[config.mk]
export PLATFORM = sky130hd
export DESIGN_NAME = tmr_fault_monitor
export DESIGN_NICKNAME = d
export VERILOG_FILES = /design/src/rtl/tmr_pkg.sv /design/src/rtl/tmr_channel_tracker.sv /design/src/rtl/tmr_fault_monitor.sv
export SDC_FILE = /design/constraint.sdc
export NUM_CORES = 1
export LEC_CHECK = 0
export CORE_ASPECT_RATIO = 1.4
export CORE_UTILIZATION = 45
export DETAILED_ROUTE_END_ITERATION = 16
export PLACE_DENSITY = 0.66
export SYNTH_ARGS = -nofsm -noshare
export SYNTH_HDL_FRONTEND = slang
export SYNTH_SLANG_ARGS = --single-unit
export TNS_END_PERCENT = 50
[constraint.sdc]
create_clock -name clk -period 8.5 [get_ports clk]
set_clock_uncertainty 0.1 [all_clocks]
set_input_delay 1.7 -clock clk [delete_from_list [all_inputs] [get_ports clk]]
set_output_delay 1.7 -clock clk [all_outputs]
set_load 0.01 [all_outputs]
[src/rtl/tmr_pkg.sv]
// Shared definitions for the TMR fault monitor: per-channel state encoding,
// channel indices and the 2-of-3 majority function.
package tmr_pkg;

  typedef enum logic [1:0] {
    OK      = 2'b00,
    SUSPECT = 2'b01,
    FAULTY  = 2'b10
  } ch_state_e;

  localparam int CH_A = 0;
  localparam int CH_B = 1;
  localparam int CH_C = 2;

  function automatic logic maj3(input logic x, input logic y, input logic w);
    return (x & y) | (x & w) | (y & w);
  endfunction

endpackage

[src/rtl/tmr_channel_tracker.sv]
// Per-channel health tracker: counts consecutive disagreements with the vote
// and latches the channel as faulty after THRESH of them.
module tmr_channel_tracker #(
  parameter int THRESH = 4,
  parameter int CNT_W  = 3
) (
  input  logic clk,
  input  logic rst,
  input  logic en,
  input  logic mis,
  input  logic clear,
  output logic faulty
);
  import tmr_pkg::*;

  localparam logic [CNT_W:0] THRESH_EXT = (CNT_W + 1)'(THRESH);

  ch_state_e        state_q, state_d;
  logic [CNT_W-1:0] cnt_q, cnt_d;
  logic [CNT_W:0]   cnt_inc;

  always_comb begin
    // NOTE: every output of this block gets a default first, so no path can infer a latch.
    state_d = state_q;
    cnt_d   = cnt_q;
    cnt_inc = {1'b0, cnt_q} + (CNT_W + 1)'(1);
    if (clear) begin
      state_d = OK;
      cnt_d   = '0;
    end else if (en) begin
      case (state_q)
        OK: begin
          if (mis) begin
            cnt_d   = CNT_W'(1);
            state_d = (THRESH == 1) ? FAULTY : SUSPECT;
          end
        end
        SUSPECT: begin
          if (!mis) begin
            cnt_d   = '0;
            state_d = OK;
          end else if (cnt_inc == THRESH_EXT) begin
            state_d = FAULTY;
          end else begin
            cnt_d = cnt_inc[CNT_W-1:0];
          end
        end
        FAULTY:  ;
        default: begin
          state_d = OK;
          cnt_d   = '0;
        end
      endcase
    end
  end

  always_ff @(posedge clk) begin
    // NOTE: sequential state uses non-blocking assignments so all flops update together.
    if (rst) begin
      state_q <= OK;
      cnt_q   <= '0;
    end else begin
      state_q <= state_d;
      cnt_q   <= cnt_d;
    end
  end

  assign faulty = (state_q == FAULTY);

endmodule

[src/rtl/tmr_fault_monitor.sv]
// Registered stage after majority_gate: re-votes around latched faulty channels,
// reports per-channel disagreement, loss of majority and gate miscomputation.
module tmr_fault_monitor #(
  parameter int THRESH = 4,
  parameter int CNT_W  = 3
) (
  input  logic       clk,
  input  logic       rst,
  input  logic       valid,
  input  logic       a,
  input  logic       b,
  input  logic       c,
  input  logic       z,
  input  logic       clear,
  output logic       vote,
  output logic       vote_valid,
  output logic [2:0] mismatch,
  output logic [2:0] fault,
  output logic       uncorrectable,
  output logic       gate_err
);
  import tmr_pkg::*;

  logic [2:0] ch, healthy, mis_next;
  logic [1:0] n_faulty, n_ones, n_zeros;
  logic       vote_next, unc_next;

  logic       vote_q, vote_d;
  logic       vote_valid_q, vote_valid_d;
  logic [2:0] mismatch_q, mismatch_d;
  logic       uncorrectable_q, uncorrectable_d;
  logic       gate_err_q, gate_err_d;

  always_comb begin
    ch          = '0;
    ch[CH_A]    = a;
    ch[CH_B]    = b;
    ch[CH_C]    = c;
    // A clearing sample is voted as if every channel were healthy.
    healthy     = clear ? 3'b111 : ~fault;
    n_faulty    = '0;
    n_ones      = '0;
    n_zeros     = '0;
    for (int i = 0; i < 3; i++) begin
      n_faulty += {1'b0, ~healthy[i]};
      n_ones   += {1'b0, ch[i] & healthy[i]};
      n_zeros  += {1'b0, ~ch[i] & healthy[i]};
    end

    vote_next = vote_q;
    unc_next  = 1'b0;
    case (n_faulty)
      2'd0: vote_next = z;
      2'd1: begin
        if (n_ones == 2'd2)       vote_next = 1'b1;
        else if (n_zeros == 2'd2) vote_next = 1'b0;
        else                      unc_next  = 1'b1;
      end
      2'd2:    vote_next = |(ch & healthy);
      default: unc_next  = 1'b1;
    endcase
    mis_next = healthy & (ch ^ {3{vote_next}}) & ~{3{unc_next}};

    vote_d          = valid ? vote_next : vote_q;
    vote_valid_d    = valid;
    mismatch_d      = valid ? mis_next : mismatch_q;
    uncorrectable_d = valid & unc_next;
    gate_err_d      = clear ? 1'b0 : (gate_err_q | (valid & (z != maj3(a, b, c))));
  end

  always_ff @(posedge clk) begin
    if (rst) begin
      vote_q          <= 1'b0;
      vote_valid_q    <= 1'b0;
      mismatch_q      <= '0;
      uncorrectable_q <= 1'b0;
      gate_err_q      <= 1'b0;
    end else begin
      vote_q          <= vote_d;
      vote_valid_q    <= vote_valid_d;
      mismatch_q      <= mismatch_d;
      uncorrectable_q <= uncorrectable_d;
      gate_err_q      <= gate_err_d;
    end
  end

  for (genvar i = 0; i < 3; i++) begin : g_trk
    tmr_channel_tracker #(
      .THRESH(THRESH),
      .CNT_W (CNT_W)
    ) u_trk (
      .clk   (clk),
      .rst   (rst),
      .en    (valid & ~unc_next),
      .mis   (mis_next[i]),
      .clear (clear),
      .faulty(fault[i])
    );
  end

  assign vote          = vote_q;
  assign vote_valid    = vote_valid_q;
  assign mismatch      = mismatch_q;
  assign uncorrectable = uncorrectable_q;
  assign gate_err      = gate_err_q;

endmodule

* After elaboration in Yosys (flattened, before gate mapping) *
Index checks and enable logic that the tools add are counted.

word-level totals
  register bits = 22
  output and inout port bits = 10
  bits of input ports = 8
  word-level logic and storage cells = 118

operators by class
  reductions and logical operators = 13
  bitwise logic cells = 31
  eq/ne operators = 23
  muxes and demuxes = 31
  $add $sub $neg = 9

operators by type and width
  kind                                                    number
  2-to-1 mux 3 bit                                        10
  one-hot mux 3 bit (3 select lines)                      3
  AND reduction 4 bit                                     6
  2-to-1 mux 2 bit                                        9
  one-hot mux 2 bit (3 select lines)                      3
  adder 3 x 1 -> 4 bit (second input constant)            3
  bitwise AND 1 bit                                       12
  equality test 2 bit (second input constant)             6
  equality test 4 x 3 -> 1 bit (second input constant)    3
  NOT 1 bit                                               10
  bitwise AND 3 bit                                       3
  inequality test 3 x 2 -> 1 bit (second input constant)  3
  inequality test 3 bit (second input constant)           3
  equality test 2 x 1 -> 1 bit (second input constant)    4
  zero test 2 bit                                         4
  adder 1 x 1 -> 2 bit                                    3
  adder 2 x 1 -> 2 bit                                    3
  inequality test 2 bit (second input constant)           3
  NOT 3 bit                                               2
  2-to-1 mux 1 bit                                        4
  OR reduction 2 bit                                      2
  bitwise OR 1 bit                                        3
  one-hot mux 1 bit (3 select lines)                      1
  OR reduction 3 bit                                      1
  other kinds (3)                                         3

* Longest topological paths before layout *
  depth in word-level cells = 15
  mapped depth = 14
  mapped depth without buffers = 10

* By module *
Synthesis repeated with hierarchy kept, for this count alone.

second synthesis, totals
  cell total of the unflattened synthesis = 183
  area, all modules = 1572.8 µm²

by module, submodules not included
  module               times used  sequential area each (µm²)  area each (µm²)  cells each
  tmr_channel_tracker  3           100.1                       347.8            43
  tmr_fault_monitor    1           140.1                       529.3            54

* Least setup slack after synthesis *
Ideal clock, no wire load.

  kind = input to register
  start = input port clear
  end = register g_trk[0].u_trk.cnt_q[1]
  data arrival time = 4.252 ns
  setup time = 0.124 ns
  path buffers = 1
  required time = 8.276 ns
  slack = 4.025 ns
  stages = 11
  cell sequence = or3b_2 > clkbuf_1 > nand2_1 > fa_1 > nor2b_1 > a211o_1 > a221o_2 > a31oi_2 > o21ai_1 > a21oi_1 > o22ai_1

on the way
  word-level cells in the longest chain between the ends = 13
  elaborated cells on any way between the ends = 42
  classes of those cells = add/sub (6); eq/ne (6); mux (9); bitwise (16); reduce/logical (5)

RTL lines
  item                                                                                        RTL line                   text
  from (decl)                                                                                 tmr_fault_monitor.sv:14    input logic clear,
  2-to-1 mux 3 bit                                                                            tmr_fault_monitor.sv:40    healthy = clear ? 3'b111 : ~fault;
  bitwise AND 1 bit                                                                           tmr_fault_monitor.sv:47    n_zeros += {1'b0, ~ch[i] & healthy[i]};
  adder 1 x 1 -> 2 bit                                                                        tmr_fault_monitor.sv:47
  adder 2 x 1 -> 2 bit                                                                        tmr_fault_monitor.sv:47
  equality test 2 bit                                                                         tmr_fault_monitor.sv:56    else if (n_zeros == 2'd2) vote_next = 1'b0;
  2-to-1 mux 1 bit                                                                            tmr_fault_monitor.sv:56
  2-to-1 mux 1 bit                                                                            tmr_fault_monitor.sv:55    if (n_ones == 2'd2) vote_next = 1'b1;
  one-hot mux 1 bit (3 select lines)                                                          tmr_fault_monitor.sv:52    case (n_faulty)
  bitwise XOR 3 bit                                                                           tmr_fault_monitor.sv:62    mis_next = healthy & (ch ^ {3{vote_next}}) & ~{3{unc_next}};
  bitwise AND 3 bit (2 in series)                                                             tmr_fault_monitor.sv:62
  inequality test 3 bit (no source line), or another cell as far along                        --
  AND reduction 4 bit (no source line) or one-hot mux 3 bit (3 select lines) (tied branches)  --
  to (signal assigned)                                                                        tmr_channel_tracker.sv:64  cnt_q <= cnt_d;
  to (decl)                                                                                   tmr_channel_tracker.sv:19  logic [CNT_W-1:0] cnt_q, cnt_d;

Several ways; a longest one is shown, not always the timed one.
A chain may end at the register's enable or synchronous reset.

* Final worst setup path *
  start = input port clear
  end = register g_trk[1].u_trk.cnt_q[0]

on the way
  word-level cells in the longest chain between the ends = 13
  elaborated cells on any way between the ends = 42
  classes of those cells = add/sub (6); eq/ne (6); mux (9); bitwise (16); reduce/logical (5)

RTL lines
  item                                                                                        RTL line
  2-to-1 mux 3 bit                                                                            tmr_fault_monitor.sv:40
  bitwise AND 1 bit                                                                           tmr_fault_monitor.sv:47
  adder 1 x 1 -> 2 bit                                                                        tmr_fault_monitor.sv:47
  adder 2 x 1 -> 2 bit                                                                        tmr_fault_monitor.sv:47
  equality test 2 bit                                                                         tmr_fault_monitor.sv:56
  2-to-1 mux 1 bit                                                                            tmr_fault_monitor.sv:56
  2-to-1 mux 1 bit                                                                            tmr_fault_monitor.sv:55
  one-hot mux 1 bit (3 select lines)                                                          tmr_fault_monitor.sv:52
  bitwise XOR 3 bit                                                                           tmr_fault_monitor.sv:62
  bitwise AND 3 bit (2 in series)                                                             tmr_fault_monitor.sv:62
  inequality test 3 bit (no source line), or another cell as far along                        --
  AND reduction 4 bit (no source line) or one-hot mux 3 bit (3 select lines) (tied branches)  --
  to (signal assigned)                                                                        tmr_channel_tracker.sv:64
  to (decl)                                                                                   tmr_channel_tracker.sv:19

Several ways; a longest one is shown, not always the timed one.

==> metrics.csv <==
stage;metric;value;unit
power_and_ir_drop;static leakage power;0.687;nW
global_route;via count of the first global-routing pass;1394;
sta;actual transition at the worst max-transition pin;0.754;ns
floorplanning;die width;51.8;um
global_route;number of antenna violations at the first check in global routing;0;
global_route;wire length of the first global-routing pass;6.08;mm
layout;fraction of final layout cells sized beyond drive strength 1;8.00;%
sta;relative slew slack;49.5;%
setup_path;CP Data Arrival Time;5.01;ns
floorplanning;Top-Level Pins;18;
sta;Final setup violation count;0;
setup_path;Critical Path Fanout Max;6;
global_route;combined global-route utilization of all metal layers;21.3;%
floorplanning;Cell Rows;25;
synthesis;post-synth net total;209;
layout;Ant. Diodes;0;
floorplanning;placeable core area;3350;um2
synthesis;Post-Syn Instances;192;
clock_network;TritonCTS sink count;22;
clock_network;buffers inserted during post-CTS setup optimization;0;
clock_network;hold buffer count at CTS;0;
synthesis;cell area after synthesis;1560;um2
clock_network;number of buffers between clock root and the deepest sink;2;
setup_path;endpoint type of the worst setup path;flop;
synthesis;Yosys top cell area share;28.2;%
synthesis;number of distinct library cell variants in the gate-level netlist after synthesis;51;
synthesis;cell types with the highest counts after synthesis;22 x dfxtp_1, 16 x nor2_1, 14 x nand2_1;
placed_design;final weighted congestion in routability-driven placement;0.966;
clock_network;clock tree from TritonCTS;built;
clock_network;number of CTS-inserted buffers;3;
sta;Slew Viols, Final;0;
global_route;aggregate global routing overflow;0;
sta;Final Critical Period;4.96;ns
layout;post-route insts no fill;240;
detailed_routing;average vias per placed instance;5.90;
setup_path;Largest stage delay, worst path;0.54;ns
setup_path;crit path max-delay cell type;or3b_2;
sta;final hold vios;0;
status;run status;complete, no violations;
placed_design;estimated wirelength of the detail-placed design;2.76;mm
synthesis;largest area contributor in the synthesized netlist;dfxtp_1;
clock_network;maximum level of the CTS H-tree;1;
clock_network;number of resized instances in the post-cts repair step;0;
synthesis;average instance area after synthesis;8.15;um2
detailed_routing;detailed-router iteration count before antenna repair;4;
floorplanning;Starting Density;46.7;%
sta;period utilisation layout;58.4;%
detailed_routing;count of vias placed by the detailed router;1417;
setup_path;endpoint of the most critical register-to-register path;g_trk[1].u_trk.cnt_q[0]$_SDFFE_PP0P_;
floorplanning;Die Footprint;3720;um2
hold_path;worst hold-check path type;flop to flop;
setup_path;required time of the critical path;8.55;ns
hold_path;sink of the worst hold path;mismatch[1]$_SDFFE_PP0P_;
synthesis;ranking of synthesized cells by area;dfxtp_1 28%, ha_1 4.8%, a21oi_1 3.8%;
power_and_ir_drop;maximum ir drop on the vdd rail;58.0;uV
global_route;pin count of the biggest net entering global routing;14;
setup_path;worst path cell trace;clkdlybuf4s50_1, or3b_2, nand2_1, fa_1, and3b_1, o21ai_0, a22oi_1, xor2_1, a22oi_1, a21oi_1, o21ai_0;
layout;layout net count;218;
placed_design;Port Buffers;17;
synthesis;most frequently used cell type in the post-synthesis netlist;dfxtp_1;
hold_path;hold path start;mismatch[1]$_SDFFE_PP0P_;
synthesis;top_reg_cell synth;dfxtp_1;
synthesis;EDFF count, synth;0;
setup_path;kind of critical path;input port to flop;
sta;Highest Clock Rate;0.202;GHz
power_and_ir_drop;pwr dens;136;nW/um2
detailed_routing;number of routed nets with antenna violations;0;
clock_network;Clock Root Buffer;clkbuf_8;
setup_path;depth of the most critical reg-to-reg path;10;
layout;relative area change from synthesis to final layout;14.2;%
hold_path;instance count along the most critical hold path;2;
detailed_routing;routed len/inst;14.9;um
job;reported max-cap violation count;0;
setup_path;r2r setup slk;5.01;ns
setup_path;Worst Setup Start Kind;input port;
floorplanning;chip height;71.8;um
setup_path;start of the worst register-to-register path;g_trk[2].u_trk.state_q[1]$_SDFFE_PP0P_;
detailed_routing;number of DRC violations after detailed-routing iteration 0;36;
synthesis;share of synthesized flip-flops with an asynchronous set or reset;0;%
sta;sum of negative setup slack;0;ns
synthesis;number of warnings reported in the yosys synthesis log;0;
sta;unrepaired setup endpoints after global routing;false;
synthesis;FF+latch count, synth;22;
detailed_routing;overall routed net length;3.57;mm
synthesis;sequential fraction of the synthesis area;28.2;%
clock_network;clock latency of the later-clocked register in the worst-skew pair;0.26;ns
detailed_routing;number of DRC violations after detailed routing;0;
clock_network;clock-pin transition on the worst setup and hold timing paths;0.08;ns
placed_design;number of placed cells counting well taps;236;
==> layout by cell type (no fill, tap or decap), types with 4 or more instances in the layout <==
cell,n
inv_1,5
nor2b_1,8
nand3_1,12
nand2_1,14
a22oi_1,4
and2_1,5
o21a_1,4
nand2b_1,8
ha_1,6
a21oi_1,12
nand4_1,6
nor2_1,16
o21ai_0,12
clkdlybuf4s50_1,17
dfxtp_1,22
==> metal layers <==
metal	GRT usage, %	up-vias	part of all wire (%)
met3	2.97	6	3.0
met4	9.91	0	1.5
met1	24.8	683	43
met5	0	-	0
met2	37.3	26	52
li1	-	702	-
==> per-stage QoR <==
| stage | instance area [um2] | util [%] | hold WS, ns | setup slack [ns] | total power, W |
|---|---|---|---|---|---|
| after floorplan | 1560 | - | 0.340 | 4.02 | 0.000134 |
| after global placement | 1720 | 51.3 | 0.352 | 3.39 | 0.000146 |
| after detailed placement | 1720 | 51.3 | 0.365 | 3.30 | 0.000147 |
| after CTS | 1790 | 53.4 | 0.378 | 3.57 | 0.000245 |
| after global routing | 1790 | 53.4 | 0.393 | 3.19 | 0.000253 |
| final | 1790 | 53.4 | 0.376 | 3.54 | 0.000243 |
==> area by class of cell <==
cell class,count,area [um2]
fillers,316,1560
clock inverters,1,30.0
multi-input cells,151,1030
inverters,5,18.8
well taps,40,50.0
repair buffers,18,178
clock buffers,3,41.3
flip-flops and latches,22,440
==> where the power goes <==
group | total [W] | internal [W] | switching [W] | leakage, nW
clock | 0.0000982 | 0.0000629 | 0.0000353 | 0.0357
combinational | 0.0000365 | 0.0000164 | 0.0000201 | 0.472
sequential | 0.000109 | 0.000106 | 0.00000285 | 0.179
==> critical path, delay by kind of cell <==
kind	cells	cell delay, ns
buf+inv	1	0.47
xor+xnor	1	0.39
compound gates	5	1.12
simple gates	3	0.89
fa+ha+maj	1	0.44
==> state kept, by name, summed over array words and instances (netlist names) <==
name and count:
g_trk.u_trk.cnt_q 9, g_trk.u_trk.state_q 6, mismatch 3, gate_err 1, uncorrectable 1, vote 1, vote_valid 1
==> cell families (layout without fill, tap and decap cells) <==
group | after synthesis | count (layout) | share of synthesized area (%)
simple gates | 83 | 83 | 28.6
flops | 22 | 22 | 28.2
fa+ha+maj | 10 | 10 | 9.28
mux | 1 | 1 | 0.640
buf+inv | 19 | 27 | 6.08
xor+xnor | 2 | 2 | 1.12
compound gates | 55 | 55 | 26.1
==> worst max path at each step <==
stage	from	to	slack [ns]	cells past startpoint
2_1_floorplan	clear	g_trk[0].u_trk.cnt_q[1]$_SDFFE_PP0P_	4.02	11
3_3_place_gp	clear	g_trk[0].u_trk.cnt_q[1]$_SDFFE_PP0P_	3.39	11
3_5_place_dp	clear	g_trk[0].u_trk.cnt_q[1]$_SDFFE_PP0P_	3.30	11
4_1_cts	clear	g_trk[0].u_trk.cnt_q[1]$_SDFFE_PP0P_	3.57	11
5_1_grt	clear	g_trk[1].u_trk.cnt_q[0]$_SDFFE_PP0P_	3.19	11
6_report	clear	g_trk[1].u_trk.cnt_q[0]$_SDFFE_PP0P_	3.54	11
Note: power is estimated with default switching activity, not from simulation.
==> variant: new RTL, config.mk and constraints unchanged <==
`CNT_W` is set to 3 in 2 places; all go to 6.
--- a/src/rtl/tmr_channel_tracker.sv
+++ b/src/rtl/tmr_channel_tracker.sv
@@ -4,3 +4,3 @@
   parameter int THRESH = 4,
-  parameter int CNT_W  = 3
+  parameter int CNT_W  = 6
 ) (
--- a/src/rtl/tmr_fault_monitor.sv
+++ b/src/rtl/tmr_fault_monitor.sv
@@ -4,3 +4,3 @@
   parameter int THRESH = 4,
-  parameter int CNT_W  = 3
+  parameter int CNT_W  = 6
 ) (
Formal check against the unedited RTL: same outputs for any inputs over 10 cycles, from zero or initial values and one cycle with rst high; that may be too few to reach the edited logic, so the function may still have changed.
==> variant against the original RTL <==
Area after synthesis grew 27%. Non-clock buffer count stayed put. Total power increased by 31%. Setup slack worse by 0.65 ns. Die area up 26%. Largest power group unchanged. Final cell count rose by 33%. Design area rose by 26%. Critical path type unchanged. Via count grew 31%. Routed wire length grew 30%. Register-to-register slack lost 0.73 ns. Core utilization fell by 0.22 points. Sequential cell count grew 9.
==> variant: results (changes against the original RTL) <==
status: "finished, final reports clean"
drive_above_1_share_pct: 6.977  # -1.0 points
avgSynthCellArea_um2: 7.990  # -1.9%
cp_slowest_cell: "fa_1"
synthArstFlopShare_pct: 0  # unchanged
drtIter0Drc: 126  # +250%
slowest_delay_ns: 0.85  # +0.31 ns
worstHoldEndpoint: "mismatch[0]$_SDFFE_PP0P_"
htree_levels: 2  # +1
synth_nets: 263  # +26%
p_leak_nw: 0.8030  # +17%
grt_start_max_net_pins: 16  # +2
nNetsFinal: 272  # +25%
r2r-end: "g_trk[0].u_trk.cnt_q[0]$_SDFFE_PP0P_"
largest_reg_flops: 18  # +9
grt_pass1_wl_um: 7879  # +30%
hold_path_startpoint: "mismatch[0]$_SDFFE_PP0P_"
synth-adder-area-share_pct: 5.409  # -3.9 points
first_global_vias: 1735  # +24%
synth_cell_types: 52  # +2.0%
antenna_found_initial: 0  # unchanged
r2r_cells: 9  # -1
ys_seq_area_share_pct: 31.19  # +3.0 points
synth.area.top_cells: "dfxtp_1, nand2_1, nand3_1"
gp_congestion: 0.8375  # -13%
via_count: 1856  # +31%
dp_cells: 311  # +32%
endpoint: "g_trk[0].u_trk.cnt_q[0]$_SDFFE_PP0P_"
fin_cells: 318  # +33%
post_cts_buffers: 0  # unchanged
postPlaceCellArea_mm2: 0.002166  # +26%
critPathArrivalTime_ns: 5.70  # +0.69 ns
synth-compound-area-share_pct: 22.58  # -3.5 points
hold_ws_ns: 0.3677  # -0.008540 ns
synth_xor_area_share_pct: 2.642  # +1.5 points
synthTopCellsByCount: "dfxtp_1, nand2_1, nand3_1, o21ai_0, a21oi_1"
peakVddDrop_uv: 96.99  # +67%
synth_mux_area_share_pct: 2.642  # +2.0 points
ff2ff_setup_slack_ns: 4.28  # -0.73 ns
clk_pin_slew_ns: 0.07
rr_startpoint: "g_trk[1].u_trk.state_q[1]$_SDFFE_PP0P_"
yosysWarnings: 0  # unchanged
crit_fanout: 13  # +7
pre_cts_ws_ns: 2.646  # -0.6583 ns
dp_hpwl_um: 3361  # +22%
routed_wl_um: 4642  # +30%
finalCritPeriodShare_pct: 65.96  # +7.6 points
worst_pin_slew_ns: 0.8692  # +0.1151 ns
cts-buffers-inserted: 5  # +2
[variant: cell type report]
type	instances	area, um^2
Clock buffer	6	82.58
Clock inverter	1	5.005
Fill cell	421	1986
Inverter	6	22.52
Multi-Input combinational cell	196	1270
Sequential cell	31	620.6
Tap cell	60	75.07
Timing Repair Buffer	18	177.7
[variant: tightest hold or removal path, delay by kind of cell, from the launching register on]
kind / cells / cell delay, ns
AND/OR/NAND/NOR: 1 / 0.06
flip-flops: 1 / 0.31
AO/OA/AOI/OAI: 1 / 0.05
[variant: routing by layer]
metal / track usage [%] / vias up / routed length (um)
met3: 5.314 / 9 / 159
met5: 0 / - / 0
met4: 11.67 / 0 / 95
met1: 25.44 / 889 / 2017
li1: - / 925 / -
met2: 36.67 / 33 / 2371
[variant: where the power goes]
part,internal (mW),total [mW],leakage [nW],switching [mW]
combinational,0.0194,0.0458,0.505,0.0265
sequential,0.148,0.151,0.251,0.00293
clock,0.0635,0.121,0.0470,0.0578
total,0.231,0.318,0.803,0.0872
